==> src/rtl/k_vote.sv <==
`default_nettype none
// ============================================================================
// Module   : k_vote
// Brief    : Majority-vote classifier for the KNN pipeline. Counts K sorted
//            neighbour labels per class, picks the winner with a selectable
//            tie policy and holds the result until downstream accepts it.
//            Optional macro KNN_VOTE_MARGIN_EN adds a 'margin' output
//            (winning count minus second-highest count).
// Revision : 1.0 - initial release
// ============================================================================
module k_vote #(
  parameter int K           = 8,
  parameter int TYPE_W      = 3,
  parameter int NUM_CLASSES = 1 << TYPE_W,
  parameter int CNT_W       = $clog2(K + 1),
  parameter int TIE_MODE    = 0
) (
  input  logic                  clk,
  input  logic                  rst,
  input  logic                  in_valid,
  output logic                  in_ready,
  input  logic [K*TYPE_W-1:0]   in_types,
  output logic                  out_valid,
  input  logic                  out_ready,
  output logic [TYPE_W-1:0]     inferred_type,
  output logic [CNT_W-1:0]      vote_count,
  output logic                  tie,
`ifdef KNN_VOTE_MARGIN_EN
  output logic [CNT_W-1:0]      margin,
`endif
  output logic [CNT_W-1:0]      dropped
);

  // Index register walks labels (COUNT/TIE) and classes (SCAN, plus one
  // resolve step at index NUM_CLASSES); it must also be able to hold any class.
  localparam int c_MAXN  = (K > NUM_CLASSES) ? K : NUM_CLASSES;
  localparam int c_IDX_A = $clog2(c_MAXN + 1);
  localparam int c_IDX_W = (c_IDX_A > TYPE_W) ? c_IDX_A : TYPE_W + 1;

  localparam logic [2:0] c_IDLE  = 3'd0;
  localparam logic [2:0] c_COUNT = 3'd1;
  localparam logic [2:0] c_SCAN  = 3'd2;
  localparam logic [2:0] c_TIE   = 3'd3;
  localparam logic [2:0] c_DONE  = 3'd4;

  logic [2:0]            r_state;
  logic [K*TYPE_W-1:0]   r_types;
  logic [CNT_W-1:0]      r_cnt [NUM_CLASSES];
  logic [c_IDX_W-1:0]    r_idx;
  logic [CNT_W-1:0]      r_max;
  logic [CNT_W-1:0]      r_dropped;
  logic [TYPE_W-1:0]     r_best;
  logic                  r_multi;

  logic [TYPE_W-1:0]     w_lbl;
  logic                  w_lbl_ok;
  logic [CNT_W-1:0]      w_cnt_lbl;
  logic [CNT_W-1:0]      w_cnt_cls;
  logic [TYPE_W-1:0]     w_cls;
  logic                  w_accept;
  logic                  w_scan_end;
  logic                  w_lbl_last;
  logic                  w_to_tie;
  logic                  w_tie_hit;
  logic                  w_load;
  logic [TYPE_W-1:0]     w_load_type;

  assign in_ready   = (r_state == c_IDLE);
  assign out_valid  = (r_state == c_DONE);
  assign w_accept   = in_valid && in_ready;
  assign w_cls      = r_idx[TYPE_W-1:0];
  assign w_lbl_ok   = ({1'b0, w_lbl} < (TYPE_W+1)'(NUM_CLASSES));
  assign w_scan_end = (r_idx == c_IDX_W'(NUM_CLASSES));
  assign w_lbl_last = (r_idx == c_IDX_W'(K - 1));
  assign w_to_tie   = r_multi && (TIE_MODE == 1);
  assign w_tie_hit  = w_lbl_ok && (w_cnt_lbl == r_max);
  assign w_load     = ((r_state == c_SCAN) && w_scan_end && !w_to_tie) ||
                      ((r_state == c_TIE) && (w_tie_hit || w_lbl_last));
  assign w_load_type = ((r_state == c_TIE) && w_tie_hit) ? w_lbl : r_best;

  // Select the latched label at r_idx and look up counters by label and by class
  always_comb begin
    w_lbl     = '0;
    w_cnt_lbl = '0;
    w_cnt_cls = '0;
    for (int i = 0; i < K; i++) begin
      if (r_idx == c_IDX_W'(i)) w_lbl = r_types[i*TYPE_W +: TYPE_W];
    end
    for (int c = 0; c < NUM_CLASSES; c++) begin
      if (w_lbl == TYPE_W'(c))   w_cnt_lbl = r_cnt[c];
      if (r_idx == c_IDX_W'(c))  w_cnt_cls = r_cnt[c];
    end
  end

  // Control FSM with vote counting and maximum search
  always_ff @(posedge clk or negedge rst) begin
    if (!rst) begin
      r_state   <= c_IDLE;
      r_types   <= '0;
      r_idx     <= '0;
      r_max     <= '0;
      r_dropped <= '0;
      r_best    <= '0;
      r_multi   <= 1'b0;
      for (int c = 0; c < NUM_CLASSES; c++) r_cnt[c] <= '0;
    end else begin
      case (r_state)
        c_IDLE: begin
          if (w_accept) begin
            r_types   <= in_types;
            r_idx     <= '0;
            r_max     <= '0;
            r_dropped <= '0;
            r_best    <= '0;
            r_multi   <= 1'b0;
            for (int c = 0; c < NUM_CLASSES; c++) r_cnt[c] <= '0;
            r_state   <= c_COUNT;
          end
        end
        c_COUNT: begin
          if (w_lbl_ok) begin
            for (int c = 0; c < NUM_CLASSES; c++) begin
              if (w_lbl == TYPE_W'(c)) r_cnt[c] <= r_cnt[c] + 1'b1;
            end
          end else begin
            r_dropped <= r_dropped + 1'b1;
          end
          if (w_lbl_last) begin
            r_idx   <= '0;
            r_state <= c_SCAN;
          end else begin
            r_idx <= r_idx + 1'b1;
          end
        end
        c_SCAN: begin
          if (!w_scan_end) begin
            // Strict greater-than keeps the lowest class index among equals
            if (w_cnt_cls > r_max) begin
              r_max   <= w_cnt_cls;
              r_best  <= w_cls;
              r_multi <= 1'b0;
            end else if ((w_cnt_cls == r_max) && (r_max != '0)) begin
              r_multi <= 1'b1;
            end
            r_idx <= r_idx + 1'b1;
          end else if (w_to_tie) begin
            r_idx   <= '0;
            r_state <= c_TIE;
          end else begin
            r_state <= c_DONE;
          end
        end
        c_TIE: begin
          if (w_load) r_state <= c_DONE;
          else        r_idx   <= r_idx + 1'b1;
        end
        c_DONE: begin
          if (out_ready) r_state <= c_IDLE;
        end
        default: r_state <= c_IDLE;
      endcase
    end
  end

`ifdef KNN_VOTE_MARGIN_EN
  logic [CNT_W-1:0] r_second;

  // Track the second-highest class count alongside the maximum during SCAN
  always_ff @(posedge clk or negedge rst) begin
    if (!rst) begin
      r_second <= '0;
    end else if (w_accept) begin
      r_second <= '0;
    end else if ((r_state == c_SCAN) && !w_scan_end) begin
      if (w_cnt_cls > r_max)
        r_second <= r_max;
      else if ((w_cnt_cls == r_max) && (r_max != '0))
        r_second <= w_cnt_cls;
      else if (w_cnt_cls > r_second)
        r_second <= w_cnt_cls;
    end
  end
`else
  // No second-maximum tracking in this build
`endif

  // Result registers, loaded once on entry to DONE and held until the next query
  always_ff @(posedge clk or negedge rst) begin
    if (!rst) begin
      inferred_type <= '0;
      vote_count    <= '0;
      tie           <= 1'b0;
      dropped       <= '0;
`ifdef KNN_VOTE_MARGIN_EN
      margin        <= '0;
`endif
    end else if (w_load) begin
      inferred_type <= w_load_type;
      vote_count    <= r_max;
      tie           <= r_multi;
      dropped       <= r_dropped;
`ifdef KNN_VOTE_MARGIN_EN
      margin        <= r_max - r_second;
`endif
    end
  end

endmodule
`default_nettype wire

==> config.mk <==
export PLATFORM = sky130hd
export DESIGN_NAME = k_vote
export DESIGN_NICKNAME = d
export VERILOG_FILES = /design/src/rtl/k_vote.sv
export SDC_FILE = /design/constraint.sdc
export NUM_CORES = 1
export LEC_CHECK = 0
export CORE_ASPECT_RATIO = 1.25
export CORE_MARGIN = 3
export CORE_UTILIZATION = 31
export CTS_BUF_LIST = sky130_fd_sc_hd__clkbuf_4
export DETAILED_ROUTE_END_ITERATION = 12
export SYNTH_ARGS = -nofsm -noshare
export SYNTH_HDL_FRONTEND = slang
export SYNTH_SLANG_ARGS = --single-unit
==> constraint.sdc <==
create_clock -name clk -period 6.6 [get_ports clk]
set_input_delay 1.32 -clock clk [delete_from_list [all_inputs] [get_ports clk]]
set_output_delay 1.32 -clock clk [all_outputs]
set_load 0.05 [all_outputs]
## Word level (Yosys, flattened, before mapping)

Index checks and enable logic that the tools add are counted.

| storage, ports and cells | value |
|---|---|
| register bits | 79 |
| output and inout bits | 14 |
| word-level logic and storage cells | 150 |

| cells by class | value |
|---|---|
| add/subtract/negate cells | 9 |
| order comparisons | 1 |
| equality and inequality tests | 38 |
| muxes and demuxes | 58 |
| reductions and logical operators | 27 |

Operators with widths:

| cell | number |
|---|---|
| two-way mux 4 bit | 30 |
| case mux 32 bit (2 select lines) | 1 |
| two-way mux 3 bit | 17 |
| adder 4 x 1 -> 4 bit (second input constant) | 9 |
| two-way mux 32 bit | 1 |
| inequality test 2 bit (second input constant) | 13 |
| AND reduction 3 bit | 8 |
| equality test 4 x 3 -> 1 bit (second input constant) | 4 |
| case mux 4 bit (4 select lines) | 1 |
| equality test 3 bit (second input constant) | 5 |
| case mux 3 bit (5 select lines) | 1 |
| equality test 3 x 2 -> 1 bit (second input constant) | 4 |
| AND reduction 4 bit | 3 |
| equality test 4 x 2 -> 1 bit (second input constant) | 2 |
| equality test 4 bit | 2 |
| case mux 4 bit (2 select lines) | 1 |
| nonzero test 4 bit | 2 |
| equality test 3 x 1 -> 1 bit (second input constant) | 2 |
| zero test 3 bit | 2 |
| inequality test 2 x 1 -> 1 bit (second input constant) | 3 |
| case mux 3 bit (2 select lines) | 1 |
| logical AND 1 bit | 5 |
| AND reduction 5 bit | 1 |
| equality test 4 x 1 -> 1 bit (second input constant) | 1 |
| 9 further kinds | 14 |

## Logic depth before layout (Yosys ltp)

| logic depth | value |
|---|---|
| depth in word-level cells | 24 |
| gate-level depth with buffers | 21 |
| mapped depth without buffers | 20 |

## Least setup slack after synthesis

Ideal clock, no wire load.

| timing path | value |
|---|---|
| path type | register -> register |
| start point | register r_idx[1] |
| end point | register r_best[2] |
| setup time | 0.121 ns |
| arrival | 3.357 ns |
| required time | 6.479 ns |
| slack | 3.122 ns |
| cell stages (with the launch flop) | 18 |
| path buffers | 2 |
| cells stage by stage | dfrtp_1 -> inv_1 -> ha_1 -> buf_2 -> buf_1 -> nor3_1 -> a211oi_1 -> a211oi_1 -> a211oi_1 -> a211oi_1 -> ha_1 -> nor2b_1 -> o21a_1 -> o21a_1 -> o21ai_0 -> a211oi_1 -> o311ai_1 -> a22o_1 |

| on the way | value |
|---|---|
| word-level cells in the longest chain between the ends | 12 |
| elaborated cells on any way between the ends | 21 |
| classes of those cells | 1 x order compare; 10 x eq/ne; 8 x mux; 2 x reduce/logical |

RTL lines:

| what | line | RTL |
|---|---|---|
| from (decl) | 49 | `logic [c_IDX_W-1:0] r_idx;` |
| from (signal assigned) | 132 | `r_idx <= r_idx + 1'b1;` |
| from (signal assigned) | 145 | `r_idx <= r_idx + 1'b1;` |
| from (signal assigned) | 155 | `else r_idx <= r_idx + 1'b1;` |
| zero test 4 bit | 91 | `if (r_idx == c_IDX_W'(c)) w_cnt_cls = r_cnt[c];` |
| two-way mux 4 bit (8 in a row) | 91 |  |
| > comparator 4 bit | 138 | `if (w_cnt_cls > r_max) begin` |
| inequality test 2 x 1 -> 1 bit (no source line) | - |  |
| AND reduction 4 bit (no source line) (*) | - |  |
| to (signal assigned) | 140 | `r_best <= w_cls;` |
| to (decl) | 52 | `logic [TYPE_W-1:0] r_best;` |

Mark *: on every way between the ends. The rest lies on a longest branch, timed or not.
A chain may end at the register's enable or synchronous reset.

## Final worst setup path

| timing path | value |
|---|---|
| start point | register r_idx[0] |
| end point | register vote_count[1] |

| on the way | value |
|---|---|
| word-level cells in the longest chain between the ends | 22 |
| elaborated cells on any way between the ends | 38 |
| classes of those cells | 16 x eq/ne; 16 x mux; 6 x reduce/logical |

RTL lines:

| what | line | RTL |
|---|---|---|
| zero test 4 bit | 87 | `if (r_idx == c_IDX_W'(i)) w_lbl = r_types[i*TYPE_W +: TYPE_W];` |
| two-way mux 3 bit (8 in a row) | 87 |  |
| zero test 3 bit | 90 | `if (w_lbl == TYPE_W'(c)) w_cnt_lbl = r_cnt[c];` |
| two-way mux 4 bit (8 in a row) | 90 |  |
| equality test 4 bit | 76 | `assign w_tie_hit = w_lbl_ok && (w_cnt_lbl == r_max);` |
| logical OR 1 bit | 78 | `((r_state == c_TIE) && (w_tie_hit \|\| w_lbl_last));` |
| logical AND 1 bit | 78 |  |
| logical OR 1 bit (*) | 77 | `assign w_load = ((r_state == c_SCAN) && w_scan_end && !w_to_tie) \|\|` |
| to (signal assigned) | 199 | `vote_count <= r_max;` |
| to (decl) | 26 | `output logic [CNT_W-1:0] vote_count,` |

Marked as above.

==> impl_metrics.prom <==
# TYPE chip_impl_metric gauge
chip_impl_metric{name="totalNegativeSetupSlack",unit="ns"} 0
chip_impl_info{name="clock_tree_from_tritoncts",value="built"} 1
chip_impl_metric{name="cts.sinks",unit=""} 79
chip_impl_metric{name="cell_internal_pwr",unit="mW"} 1.34
chip_impl_info{name="cts_root_buffer",value="clkbuf_4"} 1
chip_impl_metric{name="area.growth.synth_to_final",unit="%"} 13.1
chip_impl_metric{name="timing.slew.headroom",unit="%"} 19.8
chip_impl_info{name="cell_with_the_most_instances_on_the_worst_path",value="inv_1"} 1
chip_impl_info{name="run_status",value="complete, no violations"} 1
chip_impl_metric{name="final_max_slew_viol_count",unit=""} 0
chip_impl_metric{name="part_of_the_power_in_the_clock_network",unit="%"} 12.1
chip_impl_metric{name="overflow_after_grt",unit=""} 0
chip_impl_metric{name="fin_crit_sh",unit="%"} 70.0
chip_impl_metric{name="report.final.setup_viol",unit=""} 0
chip_impl_metric{name="hpwlAfterDp",unit="µm"} 10300
chip_impl_metric{name="critical_path_buf_inv_count",unit=""} 2
chip_impl_metric{name="cts.hold.buffers_added",unit=""} 0
chip_impl_metric{name="grt_pass1_wl",unit="µm"} 23100
chip_impl_metric{name="ir_worst_vdd",unit="mV"} 0.157
chip_impl_metric{name="final.hold.worst_slack",unit="ns"} 0.497
chip_impl_info{name="start_kind",value="flip-flop"} 1
chip_impl_metric{name="die-width",unit="µm"} 119
chip_impl_metric{name="synth-edff-count",unit=""} 0
chip_impl_metric{name="total_leakage_power",unit="nW"} 2.42
chip_impl_metric{name="grt_antenna_before_repair",unit=""} 1
chip_impl_metric{name="cts.reportedPaths.clkPinSlew",unit="ns"} 0.13
chip_impl_metric{name="vias_in_the_first_global_route",unit=""} 4278
chip_impl_metric{name="syn-mean-instance-area",unit="µm²"} 8.62
chip_impl_metric{name="synth_largest_type_area_fraction",unit="%"} 40.1
chip_impl_metric{name="dieHeight",unit="µm"} 147
chip_impl_metric{name="finalWirelength",unit="µm"} 14100
chip_impl_metric{name="port-buffer-count",unit=""} 37
chip_impl_metric{name="yosys_warnings",unit=""} 0
chip_impl_metric{name="dieArea",unit="µm²"} 17500
chip_impl_metric{name="grt_usage",unit="%"} 16.5
chip_impl_metric{name="power_per_cell_area",unit="nW/µm²"} 493
chip_impl_metric{name="reg2regPathDepth",unit=""} 12
chip_impl_metric{name="synthesis.instances",unit=""} 572
chip_impl_metric{name="drcViolationCount",unit=""} 0
chip_impl_metric{name="detail-route-antenna-nets",unit=""} 0
chip_impl_info{name="timing.critical_path.max_delay_family",value="compound AO/OA/AOI/OAI gates"} 1
chip_impl_metric{name="grt_start_max_net_pins",unit=""} 80
chip_impl_info{name="synth.largest_area_cell",value="dfrtp_1"} 1
chip_impl_metric{name="postCtsSetupRepairBufs",unit=""} 0
chip_impl_metric{name="cts_max_level",unit=""} 3
chip_impl_metric{name="critical_path_peak_fanout",unit=""} 25
chip_impl_metric{name="ys_seq_area_share",unit="%"} 40.1
chip_impl_metric{name="cts-buffers-inserted",unit=""} 9
chip_impl_metric{name="finalWorstSetupSlack",unit="ns"} 1.98
chip_impl_info{name="rsz0062_at_grt",value="no"} 1
chip_impl_metric{name="fin_crit",unit="ns"} 4.62
chip_impl_metric{name="wl_per_cell",unit="µm"} 17.5
chip_impl_metric{name="coreArea",unit="µm²"} 15300
chip_impl_metric{name="start_util",unit="%"} 32.3
chip_impl_metric{name="clk_path_buf_depth",unit=""} 2
chip_impl_metric{name="tightest_slew",unit="ns"} 1.18
chip_impl_info{name="category_of_the_critical_setup_timing_path",value="flip-flop to flip-flop"} 1
chip_impl_metric{name="std_cell_rows",unit=""} 50
chip_impl_metric{name="ios",unit=""} 42
chip_impl_metric{name="ctsResizeCount",unit=""} 0
chip_impl_info{name="endpoint_kind",value="flip-flop"} 1
chip_impl_metric{name="drt_pre_antenna_iters",unit=""} 5
chip_impl_info{name="synth.most_common_cell",value="nand2_1"} 1
chip_impl_metric{name="max-cap-violations",unit=""} 0
chip_impl_metric{name="post-place-ws",unit="ns"} 2.07
chip_impl_info{name="hold_path_class",value="flip-flop to flip-flop"} 1
chip_impl_metric{name="sequential_share_of_power",unit="%"} 30.1
chip_impl_metric{name="power.switching_fraction",unit="%"} 51.1
chip_impl_metric{name="worstSetupPathDepth",unit=""} 12
chip_impl_metric{name="routed-via-count",unit=""} 4287
chip_impl_metric{name="gp_routability_congestion",unit=""} 0.919
chip_impl_metric{name="critical_path_arrival",unit="ns"} 4.97
chip_impl_metric{name="drtIter0Drc",unit=""} 357
chip_impl_metric{name="final_hold_viol_count",unit=""} 0
chip_impl_info{name="timing.critical_path.cells",value="inv_1, ha_1, inv_1, o21ai_0, o2bb2ai_1, o21a_1, mux2i_1, o22ai_1, or3_4, a311oi_4, a21oi_4, mux2_4"} 1
chip_impl_metric{name="ys_ff_latch",unit=""} 79
chip_impl_metric{name="drt-vias-per-instance",unit=""} 5.33
chip_impl_metric{name="switching_power",unit="mW"} 1.41
chip_impl_info{name="synth_area_leaders",value="dfrtp_1, nand2_1, ha_1"} 1
chip_impl_info{name="slowest_stage",value="ha_1"} 1
chip_impl_metric{name="synthDistinctLibCells",unit=""} 65
chip_impl_metric{name="worstSkewPairLatency",unit="ns"} 0.46
chip_impl_info{name="synth.cells.most_frequent",value="nand2_1, dfrtp_1, nor2_1"} 1
chip_impl_metric{name="drive_above_1_share",unit="%"} 6.54
chip_impl_metric{name="maxClockFrequency",unit="MHz"} 216
chip_impl_metric{name="worst_hold_path.num_cells",unit=""} 2
chip_impl_metric{name="combPwrFrac",unit="%"} 57.8
chip_impl_metric{name="worstPathRequired",unit="ns"} 6.95
chip_impl_metric{name="synth.cell_area",unit="µm²"} 4930
chip_impl_info{name="dominantRegCellSynth",value="dfrtp_1"} 1
chip_impl_metric{name="nNetsFinal",unit=""} 635
chip_impl_metric{name="postLayoutCoreUtil",unit="%"} 36.5
chip_impl_metric{name="async_set_or_reset_register_ratio_after_synthesis",unit="%"} 100
chip_impl_metric{name="crit_path_largest_cell_delay",unit="ns"} 0.76
chip_impl_metric{name="clock-skew-final",unit="ns"} 0.0124
per-stage QoR:
stage / std cells / power (mW) / instance area (µm²)
after CTS: 804 / 2.74 / 5570
after global routing: 805 / 2.96 / 5580
after global placement: 788 / 2.36 / 5410
final: 805 / 2.75 / 5580
after floorplan: 575 / 1.99 / 4940
after detailed placement: 788 / 2.40 / 5410
worst register-to-register path, delay by kind of cell (launching register included):
| kind | cells | cell delay [ns] |
|---|---|---|
| buf+inv | 2 | 0.45 |
| flops | 1 | 0.45 |
| fa+ha+maj | 1 | 0.76 |
| compound gates | 6 | 1.86 |
| mux | 2 | 0.59 |
| simple gates | 1 | 0.41 |
final timing paths:
path	endpoint	slack, ns	startpoint
setup / recovery	vote_count[1]	1.98	r_idx[0]
hold / removal	r_types[4]	0.50	r_types[4]
setup reg to reg	vote_count[1]	1.98	r_idx[0]
hold reg to reg	r_types[4]	0.50	r_types[4]
max in group asynchronous	r_cnt[3]	4.92	rst
min in group asynchronous	r_cnt[28]	1.02	rst
per-layer routing:
layer  global-route usage [%]  part of all wire, %  wire length [µm]
met1                     21.8                   44              6240
met5                        0                    0                 0
met2                     26.2                   47              6630
met3                     2.31                  4.3               604
met4                     8.70                  4.2               595
state kept, by name (all words and copies together) (netlist names):
name and count:
vote_count 4, r_state 3, r_idx 4, r_cnt 32, r_multi 1, r_types 24
tie 1, r_max 4, r_best 3, inferred_type 3
power by group through the flow:
stage	Combinational (mW)	Clock, mW	Sequential (mW)
after floorplan	1.19	0	0.804
after global placement	1.53	0	0.830
after detailed placement	1.57	0	0.835
after CTS	1.57	0.340	0.825
after global routing	1.74	0.363	0.849
final	1.59	0.333	0.828
layout by cell type (no fill, tap or decap), types with 6 or more instances in the layout:
cell | Yosys | layout
nand3_1 | 7 | 7
inv_1 | 22 | 22
nor2b_1 | 6 | 6
nand4_1 | 15 | 15
o2111ai_1 | 7 | 7
nor2_1 | 45 | 45
ha_1 | 16 | 16
dfrtp_1 | 79 | 79
o21ai_0 | 22 | 22
mux2i_1 | 18 | 18
o31ai_1 | 6 | 6
xor2_1 | 15 | 15
nand2_1 | 135 | 135
nor3_1 | 8 | 8
a211oi_1 | 12 | 12
clkdlybuf4s50_1 | 0 | 36
o211ai_1 | 8 | 8
a21oi_1 | 28 | 28
clkbuf_4 | 0 | 10
logic make-up after synthesis:
logic type	Yosys count	synth area share (%)
AO/OA/AOI/OAI	131	19.7
XOR/XNOR	17	3.02
adder cells (fa/ha/maj)	16	4.06
buffers and inverters	56	5.13
flip-flops	79	40.1
multiplexers	23	5.18
other	1	0.0761
AND/OR/NAND/NOR	249	22.8
area by class of cell:
type | instances | area, µm²
antenna | 1 | 2.50
inverter | 22 | 82.6
sequential | 79 | 1980
timing repair buffer | 39 | 383
clock inverter | 6 | 85.1
multi-input combinational | 440 | 2710
tap | 208 | 260
clock buffer | 10 | 75.1
fill | 1589 | 9690
(Power assumes the default switching activity.)
